### config.mk
export PLATFORM = sky130hd
export DESIGN_NAME = moving_average_filter_mc
export DESIGN_NICKNAME = d
export VERILOG_FILES = /design/src/rtl/moving_average_filter_mc.sv
export SDC_FILE = /design/constraint.sdc
export NUM_CORES = 1
export LEC_CHECK = 0
export CAP_MARGIN = 40
export CORE_UTILIZATION = 43
export DETAILED_ROUTE_END_ITERATION = 12
export SYNTH_ARGS = -nofsm -noshare
export SYNTH_HDL_FRONTEND = slang
export SYNTH_SLANG_ARGS = --single-unit
### constraint.sdc
create_clock -name clk -period 24 [get_ports clk]
set_input_delay 2.4 -clock clk [delete_from_list [all_inputs] [get_ports clk]]
set_output_delay 2.4 -clock clk [all_outputs]
set_load 0.05 [all_outputs]
### src/rtl/moving_average_filter_mc.sv
// Multi-channel moving-average filter with a runtime power-of-two window.
// Each channel keeps its own history ring, fill count and running sum. Results are registered with latency 1.
module moving_average_filter_mc #(
    parameter int DATA_WIDTH   = 16,
    parameter int NUM_CH       = 4,
    parameter int MAX_LOG2_WIN = 4,
    localparam int CH_W = (NUM_CH > 1) ? $clog2(NUM_CH) : 1,
    localparam int WL_W = $clog2(MAX_LOG2_WIN + 1)
) (
    input  logic                         clk,
    input  logic                         rst,
    input  logic                         in_valid,
    output logic                         in_ready,
    input  logic [CH_W-1:0]              in_ch,
    input  logic signed [DATA_WIDTH-1:0] in_data,
    input  logic [WL_W-1:0]              win_log2,
    input  logic                         flush,
    output logic                         out_valid,
    input  logic                         out_ready,
    output logic [CH_W-1:0]              out_ch,
    output logic signed [DATA_WIDTH-1:0] out_data,
    output logic                         out_warm
);

    localparam int DEPTH = 1 << MAX_LOG2_WIN;
    localparam int PW    = MAX_LOG2_WIN;
    localparam int SW    = DATA_WIDTH + MAX_LOG2_WIN;

    logic signed [DATA_WIDTH-1:0] hist [NUM_CH][DEPTH];
    logic [PW-1:0]                wptr [NUM_CH];
    logic [PW:0]                  cnt  [NUM_CH];
    logic signed [SW-1:0]         sum  [NUM_CH];

    logic [WL_W-1:0]              win_q;
    logic [WL_W-1:0]              win_clamped;
    logic                         win_change;
    logic                         flush_all;
    logic                         accept;
    logic                         ch_ok;
    logic [CH_W-1:0]              ch_sel;
    logic [PW:0]                  win_size;

    logic [PW-1:0]                cur_wptr;
    logic [PW:0]                  cur_cnt;
    logic signed [SW-1:0]         cur_sum;
    logic [PW-1:0]                rd_idx;
    logic                         full;
    logic signed [DATA_WIDTH-1:0] old_raw;
    logic signed [SW-1:0]         old_ext;
    logic signed [SW-1:0]         in_ext;
    logic signed [SW-1:0]         sum_new;
    logic signed [DATA_WIDTH-1:0] avg;
    logic [PW:0]                  cnt_inc;
    logic [PW:0]                  cnt_next;
    logic                         warm_next;
    logic [PW-1:0]                wptr_next;

    // A window change is treated exactly like an external flush.
    always_comb begin
        win_clamped = (win_log2 > WL_W'(MAX_LOG2_WIN)) ? WL_W'(MAX_LOG2_WIN) : win_log2;
        win_change  = (win_clamped != win_q);
        flush_all   = flush || win_change;
        in_ready    = !rst && !flush_all && (!out_valid || out_ready);
        accept      = in_valid && in_ready;
        ch_ok       = (32'(in_ch) < 32'(NUM_CH));
        ch_sel      = ch_ok ? in_ch : '0;
        win_size    = (PW+1)'(1) << win_q;
    end

    // Channel state is read straight from the registers, so a same-channel
    // sample on the next cycle already sees the updated sum and pointer.
    always_comb begin
        cur_wptr  = wptr[ch_sel];
        cur_cnt   = cnt[ch_sel];
        cur_sum   = sum[ch_sel];
        rd_idx    = cur_wptr - win_size[PW-1:0];
        full      = (cur_cnt == win_size);
        old_raw   = hist[ch_sel][rd_idx];
        old_ext   = full ? {{MAX_LOG2_WIN{old_raw[DATA_WIDTH-1]}}, old_raw} : '0;
        in_ext    = {{MAX_LOG2_WIN{in_data[DATA_WIDTH-1]}}, in_data};
        sum_new   = cur_sum + in_ext - old_ext;
        avg       = DATA_WIDTH'(sum_new >>> win_q);
        cnt_inc   = cur_cnt + (PW+1)'(1);
        cnt_next  = full ? cur_cnt : cnt_inc;
        warm_next = (cnt_inc < win_size);
        wptr_next = cur_wptr + PW'(1);
    end

    // History is never cleared; the fill count decides which entries are live.
    always_ff @(posedge clk) begin
        if (accept && ch_ok) begin
            hist[ch_sel][cur_wptr] <= in_data;
        end
    end

    always_ff @(posedge clk) begin
        if (rst) begin
            win_q     <= win_clamped;
            out_valid <= 1'b0;
            out_ch    <= '0;
            out_data  <= '0;
            out_warm  <= 1'b0;
            for (int c = 0; c < NUM_CH; c++) begin
                wptr[c] <= '0;
                cnt[c]  <= '0;
                sum[c]  <= '0;
            end
        end else if (flush_all) begin
            win_q     <= win_clamped;
            out_valid <= 1'b0;
            for (int c = 0; c < NUM_CH; c++) begin
                wptr[c] <= '0;
                cnt[c]  <= '0;
                sum[c]  <= '0;
            end
        end else if (accept && ch_ok) begin
            wptr[ch_sel] <= wptr_next;
            cnt[ch_sel]  <= cnt_next;
            sum[ch_sel]  <= sum_new;
            out_valid    <= 1'b1;
            out_ch       <= in_ch;
            out_data     <= avg;
            out_warm     <= warm_next;
        end else if (out_ready) begin
            out_valid <= 1'b0;
        end
    end

endmodule

### Word level (Yosys, flattened, before mapping)

Memories as Yosys holds them, arrays and structs flattened.
Cells that the tools add are included.

* bits in registers: 23
* memory bits (writable): 1140
* input bits: 26
* output and inout port bits: 21
* logic and storage cells: 97
* memories kept: 4

Memories
* hist: words 4, bits a word 256, rd ports 1, clocked after Yosys merged registers in 0, wr ports 1, RTL line 29 `logic signed [DATA_WIDTH-1:0] hist [NUM_CH][DEPTH];`
* sum: words 4, bits a word 20, rd ports 1, clocked after Yosys merged registers in 0, wr ports 4, RTL line 32 `logic signed [SW-1:0] sum [NUM_CH];`
* cnt: words 4, bits a word 5, rd ports 1, clocked after Yosys merged registers in 0, wr ports 4, RTL line 31 `logic [PW:0] cnt [NUM_CH];`
* wptr: words 4, bits a word 4, rd ports 1, clocked after Yosys merged registers in 0, wr ports 4, RTL line 30 `logic [PW-1:0] wptr [NUM_CH];`

* $add $sub $neg: 5
* $lt $le $gt $ge: 5
* eq/ne operators: 2
* shift-type cells: 2
* multiplexer cells: 43
* bitwise operators: 15
* reductions and logical operators: 16

Operators by type and width (count)
* 2-to-1 mux 256 bit: 1
* 2-to-1 mux 20 bit: 6
* binary-select mux 16 bit (select 4 bit): 1
* demux 16 bit (select 4 bit): 1
* 2-to-1 mux 16 bit: 3
* 2-to-1 mux 5 bit: 6
* adder 20 x 16 -> 20 bit: 1
* 2-to-1 mux 4 bit: 5
* OR reduction 20 bit: 1
* >>> shifter 20 x 3 -> 16 bit: 1
* subtractor 20 bit: 1
* 2-to-1 mux 1 bit: 14
* bitwise OR 1 bit: 12
* >= comparator 5 bit (second input constant): 2
* inverter 4 -> 5 bit: 2
* 2-to-1 mux 3 bit: 3
* 2-to-1 mux 2 bit: 3
* adder 5 x 1 -> 5 bit (second input constant): 1
* == test 5 bit: 1
* < comparator 5 x 1 -> 1 bit (second input constant): 1
* < comparator 5 bit: 1
* OR reduction 5 bit: 1
* left shift 1 x 3 -> 5 bit (first input constant): 1
* adder 4 x 1 -> 4 bit (second input constant): 1
* other kinds (11): 18

### Longest topological paths before layout

* depth in word-level cells: 14
* depth in mapped cells: 26
* gate-level depth less buffers: 22

### Worst setup path before layout

No wires, ideal clock.

* kind: input-to-reg
* from: input port in_ch[1]
* to: register out_data[5]
* arrival: 9268 ps
* setup slack: 14599 ps
* stages: 24
* buffers on the path: 5
* cell sequence: buf_2 -> clkbuf_1 -> buf_2 -> buf_1 -> mux4_2 -> inv_1 -> ha_1 -> fa_1 -> xor2_1 -> buf_2 -> mux4_2 -> mux4_1 -> and2_1 -> fa_1 -> inv_1 -> ha_1 -> a211oi_1 -> o211ai_1 -> a21boi_1 -> xor2_1 -> inv_1 -> mux4_2 -> a22oi_1 -> a21oi_1

* cells in the longest elaborated chain, start to end: 9
* elaborated cells on any way between the ends: 14

RTL lines
* from (decl): RTL line 14 `input logic [CH_W-1:0] in_ch,`
* memory (4 x 4 bit)
* subtractor 4 bit: RTL line 76 `rd_idx = cur_wptr - win_size[PW-1:0];`
* inverter 4 -> 5 bit (implied by the code): RTL line 78 `old_raw = hist[ch_sel][rd_idx];`
* binary-select mux 16 bit (select 4 bit): RTL line 78
* 2-to-1 mux 16 bit (implied by the code) (2 in series): RTL line 78
* 2-to-1 mux 20 bit: RTL line 79 `old_ext = full ? {{MAX_LOG2_WIN{old_raw[DATA_WIDTH-1]}}, old_raw} : '0;`
* subtractor 20 bit (*): RTL line 81 `sum_new = cur_sum + in_ext - old_ext;`
* >>> shifter 20 x 3 -> 16 bit (*): RTL line 82 `avg = DATA_WIDTH'(sum_new >>> win_q);`
* to (signal assigned): RTL line 122 `out_data <= avg;`
* to (decl): RTL line 21 `output logic signed [DATA_WIDTH-1:0] out_data,`

Mark *: on every way between the ends. The rest lies on a longest branch, timed or not. The select of a mux whose other input is x is not followed.
A chain may end at the register's enable or synchronous reset.

### Worst setup path after layout

* from: input port in_ch[1]
* to: register out_data[14]

Same word-level chain as after synthesis.

==> reports/qor_table.md <==
| Result | This run | Unit |
|:---|:---|:---|
| Post-Synthesis Cell Area | 47,300 | µm² |
| Fin. max-slew vios | 0 | - |
| Final routed wirelength across all metal layers | 112 | mm |
| Residual overflow from global routing | 0 | - |
| Post-synth top cells | sky130_fd_sc_hd__edfxtp_1 (1,143), sky130_fd_sc_hd__mux4_2 (372), sky130_fd_sc_hd__nor2_1 (215), sky130_fd_sc_hd__clkbuf_1 (71), sky130_fd_sc_hd__nand2_1 (59) | - |
| Worst min-delay path class | reg2reg | - |
| Final TNS setup | 0 | ps |
| Most used flip-flop cell after synthesis | sky130_fd_sc_hd__edfxtp_1 | - |
| Crit path max-delay family | buffers and inverters | - |
| Fill cell total of the finished layout | 8,552 | - |
| Post-DR wirelength/cell | 28.6 | µm |
| Static leakage | 17.5 | nW |
| Crit Path Class | in2reg | - |
| Relative slew margins | 0.371 | - |
| Iteration-0 DRC count of the detailed router | 2,351 | - |
| Post-route fraction of the period consumed by the critical path | 0.415 | - |
| Diode insertion count for antenna repair | 0 | - |
| Antenna violations before repair | 6 | - |
| Mean instance size in the synthesized netlist | 21.1 | µm² |
| Area share of the leading cell type in the synthesized netlist | 0.726 | - |
| Buffer cell driving the clock tree root | sky130_fd_sc_hd__clkbuf_16 | - |
| Sinks on the clock net | 1,163 | - |
| FF-to-FF path depth | 20 | - |
| Overall fraction of global-route tracks in use | 0.206 | - |
| Netlist cell types | 56 | - |
| Flop and latch count out of synthesis | 1,163 | - |
| DR pass1 iterations | 5 | - |
| H-tree levels | 3 | - |
| Dpl cells | 3,711 | - |
| Later-pin clock latency in the skew report | 720 | ps |
| Total nets after synthesis | 2,324 | - |
| Final estimated routing congestion in global placement | 0.900 | - |
| CTS tree | built | - |
| Number of ports placed on the die boundary | 47 | - |
| Number of buffers added for setup after CTS | 0 | - |
| Fraction of final layout cells with drive strength greater than 1 | 0.295 | - |
| Final Hold Vio Count | 0 | - |
| Die extent in y | 334 | µm |
| Cells resized by post-CTS repair | 0 | - |
| First-pass GRT wire length | 165 | mm |
| Critical path endpoint category | register | - |
| PwrDens | 88.4 | nW/µm² |
| Effective utilization at floorplan | 0.434 | - |
| Worst Hold Slack | 460 | ps |
| Shortest period the worst path allows | 9960 | ps |
| CP Data Arrival Time | 10,570 | ps |
| Maximum operating frequency | 100 | MHz |
| Drt via density | 5.84 | - |
| Worst hold stages | 2 | - |
| Total die area | 111,000 | µm² |
| Port bufs | 46 | - |
| Delay of the slowest cell on the worst path | 680 | ps |
| Startpoint class of the critical path | input pin | - |
| Clock buffers created by TritonCTS | 117 | - |
| Clock Tree Buf Depth | 3 | - |
| Post-CTS Hold Buffers | 0 | - |
| Setup repair after global routing missed its margin | false | - |
| Reported max-cap violation count | 0 | - |
| Leading area contributor after synthesis | sky130_fd_sc_hd__edfxtp_1 | - |
| Cell with the biggest individual delay on the critical path | sky130_fd_sc_hd__buf_4 | - |
| Area growth, synth to finish | 14.6 | % |
| Residual DRC count | 0 | - |
| Die extent in x | 334 | µm |
| Final nets | 2,496 | - |
| Number of global-route vias before repair | 23.5k | - |
| Maximum number of pins on one net before global-route repair | 78 | - |
| Clock slew seen by the registers of the worst setup and hold paths | 60 | ps |
| Routed vias | 23.0k | - |
| Worst-margin pin slew | 936 | ps |
| Register area share after synthesis | 0.735 | - |
| Top cells by area in the synthesized netlist | sky130_fd_sc_hd__edfxtp_1 (73%), sky130_fd_sc_hd__mux4_2 (18%), sky130_fd_sc_hd__nor2_1 (1.7%) | - |
| List of cells traversed by the critical path | buf_8, buf_4, mux4_2, inv_1, fa_1, xor2_4, buf_4, buf_4, buf_12, mux4_2, mux4_2, nand2_1, fa_1, ha_1, o211ai_1, a21oi_1, o21ai_0, nand3_1, xnor2_1, mux2_2, a221oi_1, a22o_1 | - |
| Result of the run | finished clean | - |
| Core Rows | 121 | - |
| Number of enable-type register cells in the synthesized netlist | 1,143 | - |
| CP required | 24,610 | ps |
| Clock Skews | 45.0 | ps |
| Number of synthesis warnings | 0 | - |
| Area of the core | 109,000 | µm² |
| Setup violators final | 0 | - |
| Async set or reset register ratio after synthesis | 0 | - |
| Number of instances in the synthesized netlist | 2,244 | - |
| IR Drop Worst-Case VDD | 0.0713 | mV |
| Detailed Place HPWL | 69.3 | mm |
| Post-route insts no fill | 3,931 | - |
| Core occupancy in the finished layout | 0.497 | - |
| Path length in cells of the critical path | 22 | - |
| Antenna-violating nets left | 0 | - |
| Worst-path fanout max | 77 | - |
| Most repeated cell in the gate-level netlist after synthesis | sky130_fd_sc_hd__edfxtp_1 | - |
| Crit path buffers/inverters | 6 | - |
==> metrics by stage <==
| step | power (mW) | area (µm²) | setup slack (ps) |
|---|---|---|---|
| floorplan | 2.73 | 47300 | 14600 |
| global placement | 2.94 | 49700 | 13100 |
| detailed placement | 2.96 | 50200 | 13140 |
| CTS | 4.82 | 54100 | 13950 |
| global route | 4.94 | 54100 | 13550 |
| finish | 4.79 | 54100 | 14040 |
==> final cells by class <==
type	instances	area, µm²	area share
clock buffer	135	3080	0.0569
clock inverter	85	885	0.0163
inverter	46	173	0.00319
multi-input combinational	917	11900	0.221
sequential	1163	34700	0.641
tap	1414	1770	0.0327
timing repair buffer	171	1570	0.0290
==> cells by family (layout without fill, tap and decap cells) <==
group	after synthesis	count (layout)	synth area share
AO/OA/AOI/OAI	102	102	0.0141
XOR/XNOR	32	32	0.00593
adder cells (fa/ha/maj)	54	54	0.0175
buffers and inverters	164	437	0.0151
flip-flops	1163	1163	0.735
multiplexers	389	389	0.182
AND/OR/NAND/NOR	340	340	0.0304
==> final timing paths <==
kind	startpoint	end	slack (ps)
setup / recovery	in_ch[1]	out_data[14]$_SDFFE_PP0P_	14040
hold / removal	out_ch[0]$_SDFFE_PP0P_	out_ch[0]$_SDFFE_PP0P_	460
setup reg to reg	win_q[2]$_DFFE_PP_	out_data[14]$_SDFFE_PP0P_	16200
hold reg to reg	out_ch[0]$_SDFFE_PP0P_	out_ch[0]$_SDFFE_PP0P_	460
==> per-layer routing <==
layer  track usage  vias up  routed length, µm
li1              -     9609                  -
met1         0.295    12407              48600
met2         0.324      795              53900
met3        0.0378      153               7380
met4        0.0553        0               2600
met5             0        -                  0
==> cell usage in the layout, fill, tap and decap left out, drive strengths merged, types with 20 or more instances in the layout <==
| cell | count |
|---|---|
| nand2 | 59 |
| ha | 34 |
| fa | 20 |
| mux4 | 376 |
| nor2 | 215 |
| a21oi | 34 |
| clkinv | 54 |
| inv | 55 |
| clkdlybuf4s50 | 28 |
| clkbuf | 135 |
| buf | 143 |
| edfxtp | 1143 |
| dfxtp | 20 |
==> report_power, final <==
group,switching (mW),internal (mW),total (mW)
Sequential,0.00345,2.24,2.24
Clock,0.778,1.09,1.87
Combinational,0.414,0.261,0.675
Total,1.20,3.59,4.79
==> worst reg2reg max path: cells and delay by family (launching register included) <==
| kind | cells | cell delay [ps] |
|---|---|---|
| compound gates | 5 | 1200 |
| buf+inv | 3 | 1400 |
| flops | 1 | 770 |
| simple gates | 3 | 530 |
| mux | 3 | 1480 |
| xor+xnor | 2 | 790 |
| fa+ha+maj | 4 | 1500 |
==> sequential cells by signal (all words and copies together) (netlist names) <==
signal and cells:
cnt 20, hist 1024, out_warm 1, out_valid 1
sum 80, wptr 16, out_ch 2, win_q 3
out_data 16
Note: power is estimated with default switching activity, not from simulation.
